$ cat src/rtl/pwr_switch_model_pkg.sv
// Shared types and sizing helpers for the power-switch acknowledge model.
package pwr_switch_model_pkg;

    typedef enum logic [1:0] {
        OFF      = 2'd0,
        RAMP_ON  = 2'd1,
        ON       = 2'd2,
        RAMP_OFF = 2'd3
    } sw_state_e;

    localparam int ABORT_CNT_W = 8;

    // Ramp counter must hold the larger of the two latencies minus one.
    function automatic int cnt_width(input int on_lat, input int off_lat);
        int m;
        m = (on_lat > off_lat) ? on_lat : off_lat;
        return $clog2(m + 1);
    endfunction

endpackage

$ cat src/rtl/pwr_switch_chan.sv
// One power-switch channel: ramp FSM, programmable latency counter and
// saturating abort counter.
module pwr_switch_chan
    import pwr_switch_model_pkg::*;
#(
    parameter int   ON_LATENCY  = 15,
    parameter int   OFF_LATENCY = 15,
    parameter logic RESET_ON    = 1'b1
) (
    input  logic                   clk_i,
    input  logic                   rst_ni,
    input  logic                   switch_n_i,
    input  logic                   stall_i,
    output logic                   ack_n_o,
    output logic                   busy_o,
    output logic [ABORT_CNT_W-1:0] abort_cnt_o
);

    localparam int CW = cnt_width(ON_LATENCY, OFF_LATENCY);

    sw_state_e              state_reg, state_next;
    logic [CW-1:0]          cnt_reg, cnt_next;
    logic                   ack_reg, ack_next;
    logic                   busy_reg, busy_next;
    logic [ABORT_CNT_W-1:0] abort_reg, abort_next;

    always_ff @(posedge clk_i or negedge rst_ni) begin
        if (!rst_ni) begin
            state_reg <= RESET_ON ? ON : OFF;
            cnt_reg   <= '0;
            ack_reg   <= ~RESET_ON;
            busy_reg  <= 1'b0;
            abort_reg <= '0;
        end else begin
            state_reg <= state_next;
            cnt_reg   <= cnt_next;
            ack_reg   <= ack_next;
            busy_reg  <= busy_next;
            abort_reg <= abort_next;
        end
    end

    always_comb begin
        state_next = state_reg;
        cnt_next   = cnt_reg;
        ack_next   = ack_reg;
        busy_next  = busy_reg;
        abort_next = abort_reg;
        case (state_reg)
            OFF: begin
                if (!switch_n_i) begin
                    state_next = RAMP_ON;
                    cnt_next   = CW'(ON_LATENCY - 1);
                    busy_next  = 1'b1;
                end
            end
            ON: begin
                if (switch_n_i) begin
                    state_next = RAMP_OFF;
                    cnt_next   = CW'(OFF_LATENCY - 1);
                    busy_next  = 1'b1;
                end
            end
            RAMP_ON: begin
                // A reversal wins over a stall.
                if (switch_n_i) begin
                    state_next = OFF;
                    busy_next  = 1'b0;
                    if (abort_reg != '1) abort_next = abort_reg + ABORT_CNT_W'(1);
                end else if (!stall_i) begin
                    if (cnt_reg == '0) begin
                        state_next = ON;
                        ack_next   = ~ack_reg;
                        busy_next  = 1'b0;
                    end else begin
                        cnt_next = cnt_reg - CW'(1);
                    end
                end
            end
            RAMP_OFF: begin
                if (!switch_n_i) begin
                    state_next = ON;
                    busy_next  = 1'b0;
                    if (abort_reg != '1) abort_next = abort_reg + ABORT_CNT_W'(1);
                end else if (!stall_i) begin
                    if (cnt_reg == '0) begin
                        state_next = OFF;
                        ack_next   = ~ack_reg;
                        busy_next  = 1'b0;
                    end else begin
                        cnt_next = cnt_reg - CW'(1);
                    end
                end
            end
            default: state_next = OFF;
        endcase
    end

    assign ack_n_o     = ack_reg;
    assign busy_o      = busy_reg;
    assign abort_cnt_o = abort_reg;

endmodule

$ cat config.mk
export PLATFORM = sky130hd
export DESIGN_NAME = pwr_switch_chan
export DESIGN_NICKNAME = d
export VERILOG_FILES = /design/src/rtl/pwr_switch_model_pkg.sv /design/src/rtl/pwr_switch_chan.sv
export SDC_FILE = /design/constraint.sdc
export NUM_CORES = 1
export LEC_CHECK = 0
export BUFFER_PORTS_ARGS = -buffer_cell sky130_fd_sc_hd__buf_2
export CAP_MARGIN = 20
export CORE_MARGIN = 2
export CORE_UTILIZATION = 40
export DETAILED_ROUTE_END_ITERATION = 16
export GPL_ROUTABILITY_DRIVEN = 1
export GPL_TIMING_DRIVEN = 0
export HOLD_SLACK_MARGIN = 0.05
export PLACE_DENSITY = 0.62
export SLEW_MARGIN = 40
export SYNTH_ARGS = -nofsm -noshare
export SYNTH_HDL_FRONTEND = slang
export SYNTH_SLANG_ARGS = --single-unit
$ cat constraint.sdc
create_clock -name clk_i -period 2.5 [get_ports clk_i]
set_input_delay 0.25 -clock clk_i [delete_from_list [all_inputs] [get_ports clk_i]]
set_output_delay 0.25 -clock clk_i [all_outputs]
set_load 0.005 [all_outputs]
==> flow_metrics.py, run 1 <==
metrics = {
    "global_route": {
        "antenna_found_initial": 0,
        "grt_pass1_wl_um": 2340,
        "grt_max_degree": 17,
        "grt_pass1_vias": 520,
        "overflow": 0,
        "gr-usage-all-layers": 0.131,
    },
    "status": {
        "status": "finished clean",
    },
    "route": {
        "wl_per_cell_um": 11.1,
        "drtIter0Drc": 7,
        "ant_nets": 0,
        "drt_pass1_iterations": 4,
        "num_vias": 603,
        "totalWireLength_um": 1330,
        "via_per_inst": 5.03,
        "remaining_drc_errors": 0,
    },
    "worst_setup_path": {
        "path_cells": "xor2_2, nand3_2, nor3_2, mux2_1",
        "critical_path_class": "reg2reg",
        "cp.arrival_ns": 1.86,
        "critPathMaxFanout": 8,
        "slowest_delay_ns": 0.58,
        "rrSetupSlack_ns": 0.82,
        "critPathBufInv": 0,
        "critical_path_required_ns": 2.68,
        "crit_family": "flip-flops",
        "r2r-end": "abort_cnt_o[7]$_DFFE_PN0P_",
        "cpMaxStageDelayCell": "dfstp_2",
        "r2r_cells": 4,
        "end_kind": "flop",
        "start_kind": "flop",
    },
    "placement": {
        "place_hpwl_um": 996,
        "numPortBuffers": 13,
        "gp_congestion": 0.765,
        "dp_cells": 115,
    },
    "clock_tree": {
        "cts.sinks": 16,
        "cts_resized": 0,
        "tritoncts": "done",
        "clockBufferDepth": 2,
        "cts_htree_levels": 1,
        "post_cts_buffers": 0,
        "clockRootBuffer": "clkbuf_4",
        "numCtsBuffers": 3,
        "clk_pin_slew_worst_paths_ns": 0.09,
        "clkLatencyLatePin_ns": 0.29,
    },
    "sta": {
        "period_share": 0.674,
        "rsz0062_at_grt": "no",
        "setup_tns_ns": 0,
        "max-slew-margin-rel": 0.713,
        "setup_viol": 0,
        "slew_violations": 0,
        "hold_viol_final": 0,
        "fmax_mhz": 594,
        "fin_crit_ns": 1.68,
        "worstMarginPinSlew_ns": 0.428,
        "skew_ns": 0.00749,
    },
    "finish": {
        "drive_above_1_share": 0.247,
        "final_cell_mix": "15 x dfrtp_1, 13 x buf_2, 8 x nand2_1, 7 x nor2_1, 6 x xnor2_1",
        "layout.nets": 100,
        "layout_commonest_cell": "dfrtp_1",
        "fillerInstances": 203,
        "syn_to_final_growth_pct": 16.8,
        "antenna_cells": 0,
        "largest_reg_flops": 8,
        "layout.cells.non_filler": 120,
    },
    "synth": {
        "ys_ff_latch": 16,
        "ys_types": 26,
        "syn_nets": 81,
        "ys_seq_area_frac": 0.499,
        "avgSynthCellArea_um2": 10.7,
        "synthCells": 75,
        "netlist_area_um2": 805,
        "yosys_warnings": 0,
    },
    "min_path": {
        "hp-class": "in2reg",
        "holdCritStartpoint": "switch_n_i",
        "whs_path_depth": 2,
    },
    "floorplan": {
        "die_height_um": 48.8,
        "die_w_um": 48.8,
        "design.core.area_um2": 1920,
        "ios": 14,
        "die_area_um2": 2390,
        "rows": 16,
        "initial_core_util": 0.419,
    },
    "power_and_ir_drop": {
        "power_density_nw_per_um2": 853,
        "leakagePower_nw": 0.406,
        "ir_drop_mv": 0.467,
    },
    "job": {
        "maxCapViolations": 0,
    },
}
cell usage after synthesis, drive strengths merged:
library cell,instances,area [µm²]
a21oi,2,10.0
ha,2,25.0
nand2b,3,18.8
dfstp,1,26.3
and2,1,6.26
o211ai,1,12.5
nor2,7,26.3
a211oi,2,20.0
nand2,8,30.0
a31oi,2,12.5
o21bai,1,7.51
nor3,4,30.0
inv,3,11.3
xnor2,6,52.6
mux2,4,45.0
nand3,3,20.0
xor2,1,16.3
and4,1,8.76
o311ai,1,8.76
dfrtp,15,375
o21ai,4,20.0
and3,2,12.5
nor4b,1,8.76
through the flow:
| step | area (µm²) | utilization | hold WS, ns | setup WS, ns | total power (W) |
|---|---|---|---|---|---|
| floorplan | 805 | - | -0.0456 | 0.945 | 0.000575 |
| global placement | 903 | 0.470 | 0.184 | 0.819 | 0.000664 |
| detailed placement | 903 | 0.470 | 0.187 | 0.806 | 0.000674 |
| CTS | 940 | 0.489 | 0.165 | 0.804 | 0.000817 |
| global route | 940 | 0.489 | 0.177 | 0.717 | 0.000881 |
| finish | 940 | 0.489 | 0.164 | 0.815 | 0.000801 |
per-layer routing:
| metal | global-route usage | wire length, µm | vias up |
|---|---|---|---|
| met2 | 0.192 | 595 | 12 |
| met4 | 0.0857 | 38 | 0 |
| met3 | 0.0307 | 57 | 5 |
| met1 | 0.174 | 643 | 286 |
| li1 | - | - | 300 |
| met5 | 0 | 0 | - |
cells by family (layout without fill, tap and decap cells):
group,Yosys count,after routing,synth area share
AOI/OAI and AO/OA,13,13,0.114
xor gates and xnor gates,7,7,0.0855
adders and majority gates,2,2,0.0311
buffers and inverters,3,21,0.0140
DFF,16,16,0.499
muxes,4,4,0.0560
and+or+nand+nor,30,30,0.201
final cells by class:
type                            count  area, µm²  area share
Tap cell                           27       33.8      0.0360
Inverter                            3       11.3      0.0120
Timing Repair Buffer               14       75.1      0.0799
Multi-Input combinational cell     56        392       0.417
Clock buffer                        4       26.3      0.0280
Sequential cell                    16        402       0.427
how the worst max path moves through the flow:
stage	end	slack, ns	cells past startpoint
after CTS	abort_cnt_o[5]$_DFFE_PN0P_	0.80	4
final	abort_cnt_o[7]$_DFFE_PN0P_	0.82	4
after floorplan	abort_cnt_o[7]$_DFFE_PN0P_	0.94	4
after detailed placement	abort_cnt_o[7]$_DFFE_PN0P_	0.81	4
after global routing	abort_cnt_o[5]$_DFFE_PN0P_	0.72	4
after global placement	abort_cnt_o[7]$_DFFE_PN0P_	0.82	4
report_power, final:
group          total [W]  switching [W]  leakage (nW)  internal [W]
logic           0.000248       0.000122         0.201      0.000127
clock network   0.000140      0.0000782        0.0150     0.0000620
registers       0.000412      0.0000760         0.189      0.000337
repair_timing:
action	4_1_cts	5_1_grt
hold endpoints to repair	15	0
setup endpoints to repair	0	0
hold buffers	1	0
No activity file was read; power rests on OpenSTA's default activity.
==> run 2: changes to the inputs <==
Settings changed: PLACE_DENSITY 0.62 to 0.65.
Clock period 2.5 ns to 1.4 ns, I/O delays scaled along.
==> run 2 against run 1 <==
The run now ends with setup timing left. Critical endpoint unchanged. Critical path type unchanged. Global-route usage up 1.8 points. Non-clock buffer count rose by 11. Cell count grew 9.2%. Count of clock-buffer cells in the layout is the same. Cell area grew 21%. Critical path depth unchanged.
==> flow_metrics.py, run 2 (synthesized netlist as in run 1, its figures left out) <==
metrics = {
    "worst_setup_path": {
        "critPathMaxFanout": 5,
        "critical_path_class": "reg2reg",
        "critical_path_required_ns": 1.58,
        "start_kind": "flop",
        "cp.arrival_ns": 1.71,
        "r2r-end": "abort_cnt_o[7]$_DFFE_PN0P_",
        "rrSetupSlack_ns": -0.13,
        "r2r_cells": 4,
        "end_kind": "flop",
    },
    "finish": {
        "syn_to_final_growth_pct": 41.1,
        "layout.nets": 111,
        "final_util": 0.590,
        "final_cell_mix": "15 x dfrtp_1, 13 x buf_2, 11 x buf_4, 7 x nor2_1, 6 x nand2_1",
        "largest_reg_flops": 8,
        "layout_commonest_cell": "dfrtp_1",
        "antenna_cells": 0,
        "fillerInstances": 171,
        "drive_above_1_share": 0.462,
    },
    "floorplan": {
        "die_area_um2": 2390,
        "die_height_um": 48.8,
        "rows": 16,
        "design.core.area_um2": 1920,
        "initial_core_util": 0.419,
        "ios": 14,
        "die_w_um": 48.8,
    },
    "clock_tree": {
        "numCtsBuffers": 3,
        "cts.sinks": 16,
        "clk_pin_slew_worst_paths_ns": 0.09,
        "clockBufferDepth": 2,
        "clkLatencyLatePin_ns": 0.29,
        "cts_htree_levels": 1,
        "clockRootBuffer": "clkbuf_4",
        "tritoncts": "done",
    },
    "status": {
        "violations": "setup timing",
        "status": "complete, but fails checks",
    },
    "min_path": {
        "holdCritStartpoint": "switch_n_i",
        "whs_path_depth": 2,
        "hp-class": "in2reg",
    },
    "route": {
        "ant_nets": 0,
        "via_per_inst": 5.15,
        "num_vias": 675,
        "wl_per_cell_um": 13.1,
        "drt_pass1_iterations": 3,
        "remaining_drc_errors": 0,
        "drtIter0Drc": 11,
        "totalWireLength_um": 1720,
    },
    "global_route": {
        "grt_max_degree": 17,
        "antenna_found_initial": 0,
        "gr-usage-all-layers": 0.149,
        "grt_pass1_vias": 614,
        "overflow": 0,
        "grt_pass1_wl_um": 2700,
    },
    "power_and_ir_drop": {
        "ir_drop_mv": 0.850,
        "power_density_nw_per_um2": 1580,
        "total_power_w": 0.00180,
        "leakagePower_nw": 0.495,
    },
    "sta": {
        "slew_violations": 0,
        "worstMarginPinSlew_ns": 0.380,
        "setup_viol": 8,
        "rsz0062_at_grt": "yes",
        "period_share": 1.09,
        "skew_ns": 0.00295,
        "fin_ws_ns": -0.131,
        "fmax_mhz": 653,
        "setup_tns_ns": -0.611,
        "fin_crit_ns": 1.53,
        "hold_viol_final": 0,
        "max-slew-margin-rel": 0.747,
    },
    "placement": {
        "numPortBuffers": 13,
        "gp_congestion": 0.750,
        "place_hpwl_um": 1020,
    },
    "job": {
        "maxCapViolations": 0,
    },
}
-- run 2: cell count changes in the layout (fill, tap and decap cells not counted), sizes merged --
cell / change
buf: +11
-- run 2: through the flow --
| step | hold WS (ns) | area, µm² | worst slack (ns) | instances |
|---|---|---|---|---|
| after floorplan | -0.156 | 816 | -0.0919 | 75 |
| after detailed placement | 0.0808 | 915 | -0.190 | 115 |
| after global routing | 0.134 | 1130 | -0.210 | 131 |
| final | 0.137 | 1130 | -0.131 | 131 |
| after global placement | 0.0762 | 915 | -0.189 | 115 |
| after CTS | 0.0756 | 1030 | -0.137 | 124 |
-- run 2: worst max-delay path by stage --
stage | depth (start not counted) | slack [ns] | end | start
floorplan | 4 | -0.09 | abort_cnt_o[7]$_DFFE_PN0P_ | flop
finish | 4 | -0.13 | abort_cnt_o[7]$_DFFE_PN0P_ | flop
global route | 4 | -0.21 | abort_cnt_o[5]$_DFFE_PN0P_ | flop
detailed placement | 4 | -0.19 | abort_cnt_o[7]$_DFFE_PN0P_ | flop
CTS | 4 | -0.14 | abort_cnt_o[7]$_DFFE_PN0P_ | flop
global placement | 6 | -0.19 | ack_n_o$_DFFE_PN0P_ | cnt_reg[0]$_DFFE_PN0P_
-- run 2: per-layer routing --
metal / wire, µm / GRT usage
met1: 734 / 0.192
met2: 899 / 0.240
met3: 57 / 0.0307
met4: 27 / 0.0714
met5: 0 / 0
-- run 2: layout make-up --
cell class	count	area, µm²	area share
clock buffers	4	36.3	0.0320
inverters	3	11.3	0.00992
multi-input cells	56	494	0.436
flip-flops and latches	16	402	0.354
well taps	27	33.8	0.0298
repair buffers	25	158	0.139
-- run 2: timing repair --
item                       CTS  global route
setup endpoints to repair   11            12
setup buffers                4             7
hold buffers                 1             0
resized for setup            9            10
pin swaps                    3             5
hold endpoints to repair    15             0
-- run 2: where the power goes --
part	switching [W]	internal (W)	total, W
registers	0.000142	0.000601	0.000743
logic	0.000332	0.000413	0.000745
clock network	0.000150	0.000158	0.000308
-- run 2: worst max-delay path, stage by stage (launching register included) --
cell	delay, ns
dfstp_2	0.60
xor2_4	0.23
nand3_2	0.14
nor3_2	0.13
mux2_1	0.32
==> run 3: changes to the inputs <==
Settings changed: RECOVER_POWER set to 50.
==> run 3 against run 2 <==
The run still ends with setup timing left. Worst setup slack unchanged. Routed wire length grew 0.12%. Non-clock buffer count unchanged. Clock power barely moved. Via count stayed put. Cell count stayed put. Critical endpoint unchanged. Largest power group unchanged. Clock skew unchanged.
==> flow_metrics.py, run 3 (synthesized netlist as in run 1, its figures left out) <==
metrics = {
    "status": {
        "status": "complete, but fails checks",
        "violations": "setup timing",
    },
    "finish": {
        "drive_above_1_share": 0.452,
        "layout.nets": 111,
        "multi_input_area_um2": 494,
        "syn_to_final_growth_pct": 40.9,
        "fillerInstances": 172,
        "final_area_um2": 1130,
        "final_cell_mix": "15 x dfrtp_1, 12 x buf_2, 11 x buf_4, 7 x nor2_1, 6 x nand2_1",
        "layout.cells.non_filler": 131,
        "largest_reg_flops": 8,
        "layout_commonest_cell": "dfrtp_1",
        "regArea_um2": 402,
        "antenna_cells": 0,
    },
    "clock_tree": {
        "clockRootBuffer": "clkbuf_4",
        "clk_pin_slew_worst_paths_ns": 0.09,
        "tritoncts": "done",
        "clkLatencyLatePin_ns": 0.29,
        "clockBufferDepth": 2,
        "numCtsBuffers": 3,
        "cts.sinks": 16,
        "cts_htree_levels": 1,
    },
    "power_and_ir_drop": {
        "leakagePower_nw": 0.492,
        "clockPowerShare": 0.171,
        "combinationalPowerShare": 0.415,
        "ir_drop_mv": 0.851,
        "switching_power_w": 0.000625,
        "power_frac_seq": 0.413,
        "internal_power_w": 0.00117,
        "sw_frac_of_total": 0.348,
        "power_density_nw_per_um2": 1590,
    },
    "global_route": {
        "grt_pass1_vias": 614,
        "antenna_found_initial": 0,
        "grt_max_degree": 17,
        "overflow": 0,
        "grt_pass1_wl_um": 2700,
        "gr-usage-all-layers": 0.149,
    },
    "route": {
        "wl_per_cell_um": 13.1,
        "totalWireLength_um": 1720,
        "remaining_drc_errors": 0,
        "drt_pass1_iterations": 3,
        "ant_nets": 0,
        "num_vias": 675,
        "via_per_inst": 5.15,
        "drtIter0Drc": 11,
    },
    "sta": {
        "max-slew-margin-rel": 0.395,
        "period_share": 1.09,
        "fin_ws_ns": -0.131,
        "rsz0062_at_grt": "yes",
        "worstMarginPinSlew_ns": 0.907,
        "fin_crit_ns": 1.53,
        "slew_violations": 0,
        "finalHoldWorstSlack_ns": 0.137,
        "skew_ns": 0.00295,
        "fmax_mhz": 653,
        "hold_viol_final": 0,
        "setup_tns_ns": -0.614,
        "setup_viol": 8,
    },
    "worst_setup_path": {
        "start_kind": "flop",
        "r2r-end": "abort_cnt_o[7]$_DFFE_PN0P_",
        "end_kind": "flop",
        "r2r_cells": 4,
        "critPathMaxFanout": 5,
        "rrSetupSlack_ns": -0.13,
        "critical_path_required_ns": 1.58,
        "cp.arrival_ns": 1.71,
        "critical_path_class": "reg2reg",
    },
    "min_path": {
        "holdCritStartpoint": "switch_n_i",
        "whs_path_depth": 2,
        "hp-class": "in2reg",
    },
    "floorplan": {
        "initial_core_util": 0.419,
        "design.core.area_um2": 1920,
        "die_height_um": 48.8,
        "die_w_um": 48.8,
        "ios": 14,
        "rows": 16,
        "die_area_um2": 2390,
    },
    "placement": {
        "numPortBuffers": 13,
        "gp_congestion": 0.750,
        "place_hpwl_um": 1020,
        "dp_cells": 115,
        "placed_area_um2": 915,
    },
    "job": {
        "maxCapViolations": 0,
    },
}
-- run 3: final cells by class --
type	instances	area share
inverters	3	0.00993
flip-flops and latches	16	0.354
well taps	27	0.0298
clock buffers	4	0.0320
repair buffers	25	0.138
multi-input cells	56	0.436
-- run 3: worst max path at each step --
stage / start / end / slack (ns)
after floorplan: flop / abort_cnt_o[7]$_DFFE_PN0P_ / -0.09
after global placement: cnt_reg[0]$_DFFE_PN0P_ / ack_n_o$_DFFE_PN0P_ / -0.19
after detailed placement: flop / abort_cnt_o[7]$_DFFE_PN0P_ / -0.19
after CTS: flop / abort_cnt_o[7]$_DFFE_PN0P_ / -0.14
after global routing: flop / abort_cnt_o[5]$_DFFE_PN0P_ / -0.21
final: flop / abort_cnt_o[7]$_DFFE_PN0P_ / -0.13
-- run 3: what timing repair did --
item | in CTS | in global routing
pin swaps | 3 | 5
endpoints found under the setup margin | 11 | 12
buffers inserted | 4 | 7
hold buffers | 1 | 0
resized for setup | 9 | 10
hold endpoints to repair | 15 | 0
-- run 3: stage by stage --
stage / setup slack, ns / util / total power, W
4_1_cts: -0.137 / 0.536 / 0.00162
6_report: -0.131 / 0.590 / 0.00180
3_3_place_gp: -0.189 / 0.476 / 0.00119
5_1_grt: -0.210 / 0.590 / 0.00193
2_1_floorplan: -0.0919 / - / 0.00103
3_5_place_dp: -0.190 / 0.476 / 0.00121
-- run 3: power groups by stage --
stage               combinational, W  clock (W)  sequential, W
global placement            0.000445          0       0.000743
finish                      0.000746   0.000308       0.000743
floorplan                   0.000290          0       0.000739
CTS                         0.000569   0.000314       0.000735
detailed placement          0.000460          0       0.000749
global route                0.000822   0.000345       0.000764
-- run 3: critical path, stage by stage, from the launching register on --
cell and delay [ns]:
dfstp_2 0.60, xor2_4 0.23, nand3_2 0.14, nor3_2 0.13, mux2_1 0.32
-- run 3: per-layer routing --
metal / vias up / wire length, µm / global-route usage
li1: 322 / - / -
met1: 336 / 735 / 0.192
met2: 13 / 900 / 0.240
met3: 4 / 57 / 0.0307
met4: 0 / 27 / 0.0714
met5: - / 0 / 0
